[src/rtl/cdb_pkg.sv]
// Shared Common Data Bus definitions: widths, tag encoding and the empty-operand marker.
package cdb_pkg;

  localparam int unsigned CDB_N_RS   = 4;
  localparam int unsigned CDB_DATA_W = 16;
  localparam int unsigned CDB_TAG_W  = 3;
  localparam int unsigned CDB_RDST_W = 3;

  // Tag 0 means "no producer"; station i broadcasts as tag i+1.
  localparam int unsigned TAG_NONE = 0;

  localparam logic [CDB_DATA_W-1:0] Vj_Vk_sem_valor = 16'hFFF0;

  function automatic int unsigned tag_of(input int unsigned idx);
    return idx + 1;
  endfunction

endpackage

[src/rtl/cdb_arbiter_rr_pick.sv]
// Combinational round-robin picker: first eligible requester at or after pointer, wrapping.
module rr_pick #(
  parameter int unsigned N_RS  = 4,
  parameter int unsigned PTR_W = 2
) (
  input  logic [N_RS-1:0]  eligible,
  input  logic [PTR_W-1:0] pointer,
  output logic [N_RS-1:0]  winner,
  output logic [PTR_W-1:0] index,
  output logic             any
);

  int unsigned cand;

  always_comb begin
    winner = '0;
    index  = '0;
    any    = 1'b0;
    cand   = 0;
    for (int unsigned off = 0; off < N_RS; off++) begin
      cand = (32'(pointer) + off) % N_RS;
      if (!any && eligible[cand[PTR_W-1:0]]) begin
        any                       = 1'b1;
        index                     = cand[PTR_W-1:0];
        winner[cand[PTR_W-1:0]]   = 1'b1;
      end
    end
  end

endmodule

[src/rtl/cdb_arbiter.sv]
// Common Data Bus arbiter: one round-robin winner per cycle broadcasts tag/result/rdst
// and receives a registered one-cycle confirm pulse.
module cdb_arbiter
  import cdb_pkg::*;
#(
  parameter int unsigned N_RS   = CDB_N_RS,
  parameter int unsigned DATA_W = CDB_DATA_W,
  parameter int unsigned TAG_W  = CDB_TAG_W,
  parameter int unsigned RDST_W = CDB_RDST_W
) (
  input  logic                     Clock,
  input  logic                     Reset,
  input  logic                     Flush,
  input  logic [N_RS-1:0]          Req,
  input  logic [N_RS*DATA_W-1:0]   Result_in,
  input  logic [N_RS*RDST_W-1:0]   Rdst_in,
  output logic [N_RS-1:0]          CDB_confirm,
  output logic                     CDB_valid,
  output logic [TAG_W-1:0]         CDB_tag,
  output logic [DATA_W-1:0]        CDB_data,
  output logic [RDST_W-1:0]        CDB_rdst,
  output logic [7:0]               Busy_cycles
);

  localparam int unsigned PTR_W = $clog2(N_RS);

  if (N_RS < 2 || N_RS > 7) begin : g_bad_n_rs
    $error("cdb_arbiter: N_RS must be in 2..7");
  end
  if (N_RS + 1 > (1 << TAG_W)) begin : g_bad_tag_w
    $error("cdb_arbiter: TAG_W too narrow for tag N_RS+1");
  end

  logic [PTR_W-1:0]  pointer;
  logic [N_RS-1:0]   mask;
  logic [N_RS-1:0]   eligible;
  logic [N_RS-1:0]   win_onehot;
  logic [PTR_W-1:0]  win_idx;
  logic              win_any;
  logic [PTR_W-1:0]  next_ptr;
  logic [TAG_W-1:0]  win_tag;
  logic [DATA_W-1:0] win_data;
  logic [RDST_W-1:0] win_rdst;
  logic              masked_only;

  // The last winner is masked for one arbitration so a station that still
  // holds Req in the cycle after its confirm is not granted twice.
  assign eligible = Req & ~mask;

  rr_pick #(
    .N_RS  (N_RS),
    .PTR_W (PTR_W)
  ) u_pick (
    .eligible (eligible),
    .pointer  (pointer),
    .winner   (win_onehot),
    .index    (win_idx),
    .any      (win_any)
  );

  always_comb begin
    win_data = '0;
    win_rdst = '0;
    for (int unsigned i = 0; i < N_RS; i++) begin
      if (win_onehot[i[PTR_W-1:0]]) begin
        win_data = Result_in[i*DATA_W +: DATA_W];
        win_rdst = Rdst_in[i*RDST_W +: RDST_W];
      end
    end
  end

  assign next_ptr    = (win_idx == PTR_W'(N_RS - 1)) ? '0 : win_idx + PTR_W'(1);
  assign win_tag     = TAG_W'(tag_of(32'(win_idx)));
  assign masked_only = (Req != '0) && !win_any;

  always_ff @(posedge Clock or negedge Reset) begin
    if (!Reset) begin
      CDB_confirm <= '0;
      CDB_valid   <= 1'b0;
      CDB_tag     <= TAG_W'(TAG_NONE);
      CDB_data    <= '0;
      CDB_rdst    <= '0;
      Busy_cycles <= '0;
      pointer     <= '0;
      mask        <= '0;
    end else if (Flush) begin
      // Cancels any grant this edge; the station keeps Req and rearbitrates.
      CDB_confirm <= '0;
      CDB_valid   <= 1'b0;
      CDB_tag     <= TAG_W'(TAG_NONE);
      CDB_data    <= '0;
      CDB_rdst    <= '0;
      Busy_cycles <= '0;
      pointer     <= '0;
      mask        <= '0;
    end else if (win_any) begin
      CDB_confirm <= win_onehot;
      CDB_valid   <= 1'b1;
      CDB_tag     <= win_tag;
      CDB_data    <= win_data;
      CDB_rdst    <= win_rdst;
      pointer     <= next_ptr;
      mask        <= win_onehot;
    end else begin
      CDB_confirm <= '0;
      CDB_valid   <= 1'b0;
      CDB_tag     <= TAG_W'(TAG_NONE);
      mask        <= '0;
      if (masked_only && Busy_cycles != 8'hFF) begin
        Busy_cycles <= Busy_cycles + 8'd1;
      end
    end
  end

endmodule

[config.mk]
export PLATFORM = sky130hd
export DESIGN_NAME = cdb_arbiter
export DESIGN_NICKNAME = d
export VERILOG_FILES = /design/src/rtl/cdb_pkg.sv /design/src/rtl/cdb_arbiter_rr_pick.sv /design/src/rtl/cdb_arbiter.sv
export SDC_FILE = /design/constraint.sdc
export NUM_CORES = 1
export LEC_CHECK = 0
export CAP_MARGIN = 20
export CORE_AREA = 8 8 98 100
export CTS_BUF_LIST = sky130_fd_sc_hd__clkbuf_16
export CTS_CLUSTER_SIZE = 16
export DETAILED_ROUTE_END_ITERATION = 12
export DIE_AREA = 0 0 106 108
export PLACE_DENSITY_LB_ADDON = 0.15
export RECOVER_POWER = 25
export REMOVE_ABC_BUFFERS = 1
export SETUP_SLACK_MARGIN = 0.2
export SYNTH_ARGS = -nofsm -noshare
export SYNTH_HDL_FRONTEND = slang
export SYNTH_HIERARCHICAL = 1
export SYNTH_SLANG_ARGS = --single-unit
[constraint.sdc]
create_clock -name Clock -period 6.7 [get_ports Clock]
set_input_delay 1.34 -clock Clock [delete_from_list [all_inputs] [get_ports Clock]]
set_output_delay 1.34 -clock Clock [all_outputs]
set_load 0.02 [all_outputs]
==> impl_metrics.yaml, run 1 <==
setup_path:
  critical_path_buf_inv_count: 1
  worstPathCellList: "clkdlybuf4s50_1 > nor2b_1 > mux4_2 > nor3_1 > nand2b_2 > nand4b_1 > nor4_1 > mux2_2"
  arrival_ns: 4.81
  end_kind: "register"
  r2r_cells: 8
  critPathKind: "in -> reg"
  slowest_stage: "mux4_2"
  cp_max_fo: 46
  cp-start-kind: "input pin"
  r2r_slack_ns: 2.83
  reg2reg_from: "pointer[0]"
  slowest_delay_ns: 0.66
  crit_family: "simple AND/OR/NAND/NOR gates"
  cp.required_ns: 6.86
  r2r_end: "Busy_cycles[7]"
  worstSetupPathDepth: 8
hold_path:
  min_to: "CDB_data[5]"
  hp-class: "reg -> reg"
  hold_path_depth: 2
  hp-start: "CDB_data[5]"
clocking:
  cts_buffers: 5
  post_cts_buffers: 0
  cts_tree: "built"
  clk_path_buf_depth: 2
  ctsRootBufferMaster: "clkbuf_16"
  cts-htree-levels: 2
  clk_pin_slew_ns: 0.06
  clk_latency_ns: 0.28
  clock_sinks: 37
  cts_resized: 0
  cts_hold_buf: 0
timing:
  tns_ns: 0
  rsz0062_at_grt: "no"
  finalSetupViolCount: 0
  max_freq_ghz: 0.215
  post-route-period-util_pct: 69.3
  fin_skew_ns: 0.00727
  holdWs_ns: 0.549
  drv_slew: 38
  finalHoldViolCount: 0
  min_period_ns: 4.64
  relSlewSlack_pct: -32.7
  worst_pin_slew_ns: 1.99
finish:
  fillCellCount: 774
  diodes: 0
  final_cells: 506
  layout-drive-gt1-share_pct: 9.23
  layout.nets: 490
  areaGrowthSynthToFinish_pct: 50.0
power_and_ir_drop:
  p_per_area_nw_per_um2: 454
  fin_total_pwr_w: 0.00187
  pwr-share-comb_pct: 67.7
  p_switching_w: 0.000809
  p_int_w: 0.00106
  max-vdd-ir-drop_mv: 0.155
  netSwitchingFraction_pct: 43.2
  p_leak_nw: 1.63
  sequentialPowerShare_pct: 18.4
  pwr-share-clk_pct: 13.9
synth:
  synth.largest_area_cell: "dfrtp_1"
  yosysWarningCount: 6
  syn_area_um2: 2750
  synthFlopType: "dfrtp_1"
  synth-edff-count: 0
  synth_cells: 298
  synth_top_area_share_pct: 33.7
  synth_area_per_cell_um2: 9.23
  ys_seq_elements: 37
  yosysMostFrequentCell: "dfrtp_1"
  synth_common_cells: "dfrtp_1, inv_1, nor2_1"
  synth_area_leaders: "dfrtp_1, a221o_1, a311oi_2"
  seq_area_frac_synth_pct: 33.7
  ys_types: 45
  async_reset_ff_share_pct: 100
detailed_routing:
  drc: 0
  first_iter_violations: 75
  first_pass_iters: 4
  routed_wl_mm: 8.25
  ant_nets: 0
  routedWlPerCell_um: 16.3
  vias_per_cell: 5.25
  vias: 2658
floorplanning:
  num_rows: 33
  core_um2: 8050
  die-area_um2: 11400
  start_util_pct: 34.2
  fp.dieW_um: 106
  die_h_um: 108
  io_pins: 118
outcome:
  violations: "capacitance limit, slew limit"
  outcome: "finished, violations left"
grt:
  grt_pass1_vias: 2817
  grt-ovfl-total: 0
  grtUsageTotal_pct: 14.8
  antenna_found_initial: 0
  grt_max_degree: 47
  grt_pass1_wl_mm: 13.9
place:
  gp_congestion: 0.789
  port_buffers: 117
  dp_hpwl_mm: 6.05
  placed_cells: 498
job:
  cap_violations: 1
[metrics by stage]
| step | setup WS, ns | cell area [µm²] | util, % |
|---|---|---|---|
| global placement | 1.86 | 3960 | 49.2 |
| detailed placement | 1.74 | 3960 | 49.2 |
| floorplan | 1.50 | 2620 | - |
| CTS | 2.03 | 4130 | 51.3 |
| global route | 1.84 | 4130 | 51.2 |
| finish | 2.06 | 4130 | 51.2 |
[power groups by stage]
stage          Clock [W]  Combinational, W  Sequential [W]
4_1_cts         0.000269           0.00129        0.000345
3_3_place_gp           0           0.00127        0.000348
2_1_floorplan          0          0.000824        0.000413
6_report        0.000260           0.00127        0.000345
5_1_grt         0.000280           0.00140        0.000354
3_5_place_dp           0           0.00129        0.000348
[cell type report]
type | instances | area, µm² | share of cell area [%]
multi-input cells | 209 | 1610 | 39.0
repair buffers | 121 | 1190 | 29.0
flip-flops and latches | 37 | 926 | 22.4
well taps | 105 | 131 | 3.18
clock buffers | 5 | 125 | 3.03
inverters | 26 | 97.6 | 2.37
clock inverters | 3 | 41.3 | 1.00
[tightest hold or removal path, cell delays in order (launching register included)]
cell and delay (ns):
dfrtp_1 0.37, nor2_1 0.08, a311oi_1 0.05
[how the worst max path moves through the flow]
stage,to,start,slack (ns)
after floorplan,CDB_data[0],Req[2],1.50
after CTS,Busy_cycles[7],Req[2],2.03
final,Busy_cycles[7],Req[3],2.06
after global routing,Busy_cycles[7],Req[3],1.84
after detailed placement,Busy_cycles[7],Req[2],1.74
after global placement,Busy_cycles[7],Req[3],1.86
[logic make-up (layout without fill, tap and decap cells)]
| kind of cell | Yosys count | after routing | share of synthesized area (%) |
|---|---|---|---|
| AND/OR/NAND/NOR | 102 | 102 | 21.6 |
| AO/OA/AOI/OAI | 87 | 87 | 26.0 |
| buffers and inverters | 52 | 155 | 8.46 |
| flip-flops | 37 | 37 | 33.7 |
| multiplexers | 13 | 13 | 7.10 |
| adder cells (fa/ha/maj) | 7 | 7 | 3.18 |
[per-layer routing]
| metal | global-route usage [%] | vias to the layer above | share of wire (%) |
|---|---|---|---|
| li1 | - | 1316 | - |
| met1 | 16.6 | 1244 | 42 |
| met2 | 24.7 | 94 | 47 |
| met3 | 7.32 | 4 | 10 |
| met4 | 3.92 | 0 | 0.78 |
| met5 | 0 | - | 0 |
[cells in the final DEF, fill, tap and decap left out, types with 8 or more instances in the layout]
master	count
a21oi_1	25
clkdlybuf4s50_1	116
nor2_1	26
a22oi_1	8
inv_1	26
a311oi_2	10
nand2_1	22
a311oi_1	10
a221o_1	19
nand3b_1	19
dfrtp_1	37
[registers in the layout (all words and copies together), names as in the netlist]
signal,flops
Busy_cycles,8
CDB_data,16
CDB_rdst,3
CDB_tag,3
CDB_valid,1
mask,4
pointer,2
No activity file was read; power rests on OpenSTA's default activity.
==> inputs of run 2 (changes only) <==
==> constraint.sdc (replaced) <==
create_clock -name Clock -period 4.22 [get_ports Clock]
set_input_delay 0.844 -clock Clock [delete_from_list [all_inputs] [get_ports Clock]]
set_output_delay 0.844 -clock Clock [all_outputs]
set_load 0.02 [all_outputs]
==> run 2 against run 1 <==
The run still ends with capacitance limit, slew limit left. Worst setup slack worse by 1.6 ns. Worst hold slack improved by 0.0060 ns. Count of clock-buffer cells in the layout stayed put. Critical path type unchanged. Combinational power rose by 65%. Core utilization grew 0.61 points. First-iteration DRC count rose by 44%. Largest power group unchanged. Global-route usage is 0.79 points higher. Flip-flop and latch count is the same. Critical endpoint is now CDB_data[5]. Die area unchanged. Critical path depth grew 1. Sequential share of layout area down 0.26 points.
==> impl_metrics.yaml, run 2 (synthesized netlist as in run 1, its figures left out) <==
outcome:
  outcome: "finished, violations left"
  violations: "capacitance limit, slew limit"
setup_path:
  arrival_ns: 3.89
  reg2reg_from: "pointer[0]"
  end_kind: "register"
  cp-start-kind: "input pin"
  r2r_cells: 10
  critPathKind: "in -> reg"
  cp-startpoint: "Req[2]"
  cp_max_fo: 20
  cp.required_ns: 4.38
grt:
  grt_pass1_vias: 2917
  grtUsageTotal_pct: 15.6
  antenna_found_initial: 0
  grt_max_degree: 40
  grt_pass1_wl_mm: 14.8
  grt-ovfl-total: 0
finish:
  top_register: "CDB_data"
  largest_reg_flops: 16
  reg_top3: "CDB_data (16), Busy_cycles (8), mask (4)"
  fillCellCount: 766
  seqCellArea_um2: 926
  layout.nets: 492
  layout_commonest_cell: "clkdlybuf4s50_1"
  stdcell_area_um2: 4170
  layout_common_cells: "clkdlybuf4s50_1, dfrtp_1, inv_1, nor2_1, a21oi_1"
  layout-drive-gt1-share_pct: 9.68
  areaGrowthSynthToFinish_pct: 51.8
  final_cells: 508
  multi_input_area_um2: 1620
  diodes: 0
detailed_routing:
  vias: 2667
  ant_nets: 0
  vias_per_cell: 5.25
  routedWlPerCell_um: 17.2
  first_iter_violations: 108
  drc: 0
  routed_wl_mm: 8.75
  first_pass_iters: 4
clocking:
  clk_path_buf_depth: 2
  clk_latency_ns: 0.28
  cts-htree-levels: 2
  clk_pin_slew_ns: 0.06
  clock_sinks: 37
  cts_buffers: 5
  ctsRootBufferMaster: "clkbuf_16"
  cts_tree: "built"
timing:
  drv_slew: 38
  max_freq_ghz: 0.268
  relSlewSlack_pct: -36.3
  fin_skew_ns: 0.00916
  post-route-period-util_pct: 88.4
  rsz0062_at_grt: "no"
  worst_pin_slew_ns: 2.04
  tns_ns: 0
  finalHoldViolCount: 0
  holdWs_ns: 0.555
  finalSetupViolCount: 0
  min_period_ns: 3.73
power_and_ir_drop:
  p_per_area_nw_per_um2: 735
  pwr-share-clk_pct: 13.7
  sequentialPowerShare_pct: 18.0
  pwr-share-comb_pct: 68.3
  max-vdd-ir-drop_mv: 0.352
  p_switching_w: 0.00132
  p_leak_nw: 1.65
  netSwitchingFraction_pct: 43.1
  fin_total_pwr_w: 0.00307
  p_int_w: 0.00175
floorplanning:
  core_um2: 8050
  fp.dieW_um: 106
  die_h_um: 108
  io_pins: 118
  start_util_pct: 34.2
  die-area_um2: 11400
  num_rows: 33
job:
  cap_violations: 1
hold_path:
  hp-start: "CDB_data[5]"
  hold_path_depth: 2
  hp-class: "reg -> reg"
place:
  port_buffers: 117
  placed_cells: 500
  gp_congestion: 0.797
  dp_hpwl_mm: 6.37
  placedInstanceArea_um2: 4000
## run 2: changes by cell type in the layout (fill, tap and decap cells not counted)
cell,before,now
inv_1,26,27
clkinvlp_4,1,0
o21ai_4,0,1
o21ai_2,4,3
clkinv_4,0,1
clkinv_1,1,0
buf_12,0,2
## run 2: critical path, cell delays in order
cell and delay (ns):
clkdlybuf4s50_1 0.49, nor2b_1 0.22, mux4_2 0.66, nor4b_4 0.48
a22oi_1 0.19, o21ai_4 0.29, nand3b_1 0.15, a221o_1 0.31
a311oi_1 0.25
## run 2: layout make-up
cell class / instances / share of cell area, %
Sequential cell: 37 / 22.2
Multi-Input combinational cell: 209 / 38.7
Clock buffer: 5 / 3.00
Clock inverter: 3 / 1.02
Inverter: 26 / 2.34
Tap cell: 105 / 3.15
Timing Repair Buffer: 123 / 29.6
## run 2: final timing paths
| kind | to | slack (ns) |
|---|---|---|
| min reg2reg | CDB_data[5] | 0.55 |
| min | CDB_data[5] | 0.55 |
| max | CDB_data[5] | 0.49 |
| max in group asynchronous | CDB_tag[2] | 1.89 |
| max reg2reg | CDB_data[5] | 0.80 |
| min in group asynchronous | Busy_cycles[7] | 1.14 |
## run 2: timing repair
action / CTS / global route
buffers inserted: 0 / 0
gates resized for setup: 0 / 1
hold buffers: 0 / 0
setup endpoints to repair: 0 / 5
## run 2: power by group through the flow
stage               logic (W)  clock network [W]  registers (W)
floorplan             0.00131                  0       0.000655
global placement      0.00207                  0       0.000555
detailed placement    0.00210                  0       0.000557
CTS                   0.00210           0.000434       0.000554
global route          0.00230           0.000447       0.000571
finish                0.00210           0.000420       0.000552
## run 2: metal layers
metal	global-route usage, %	part of all wire [%]
met1	17.6	41
met2	26.5	47
met3	7.67	11
met4	2.91	0.66
met5	0	0
## run 2: stage by stage
| stage | util (%) | setup slack (ns) |
|---|---|---|
| after floorplan | - | -0.480 |
| after global placement | 49.7 | 0.246 |
| after detailed placement | 49.7 | 0.132 |
| after CTS | 51.8 | 0.431 |
| after global routing | 51.8 | 0.267 |
| final | 51.8 | 0.492 |
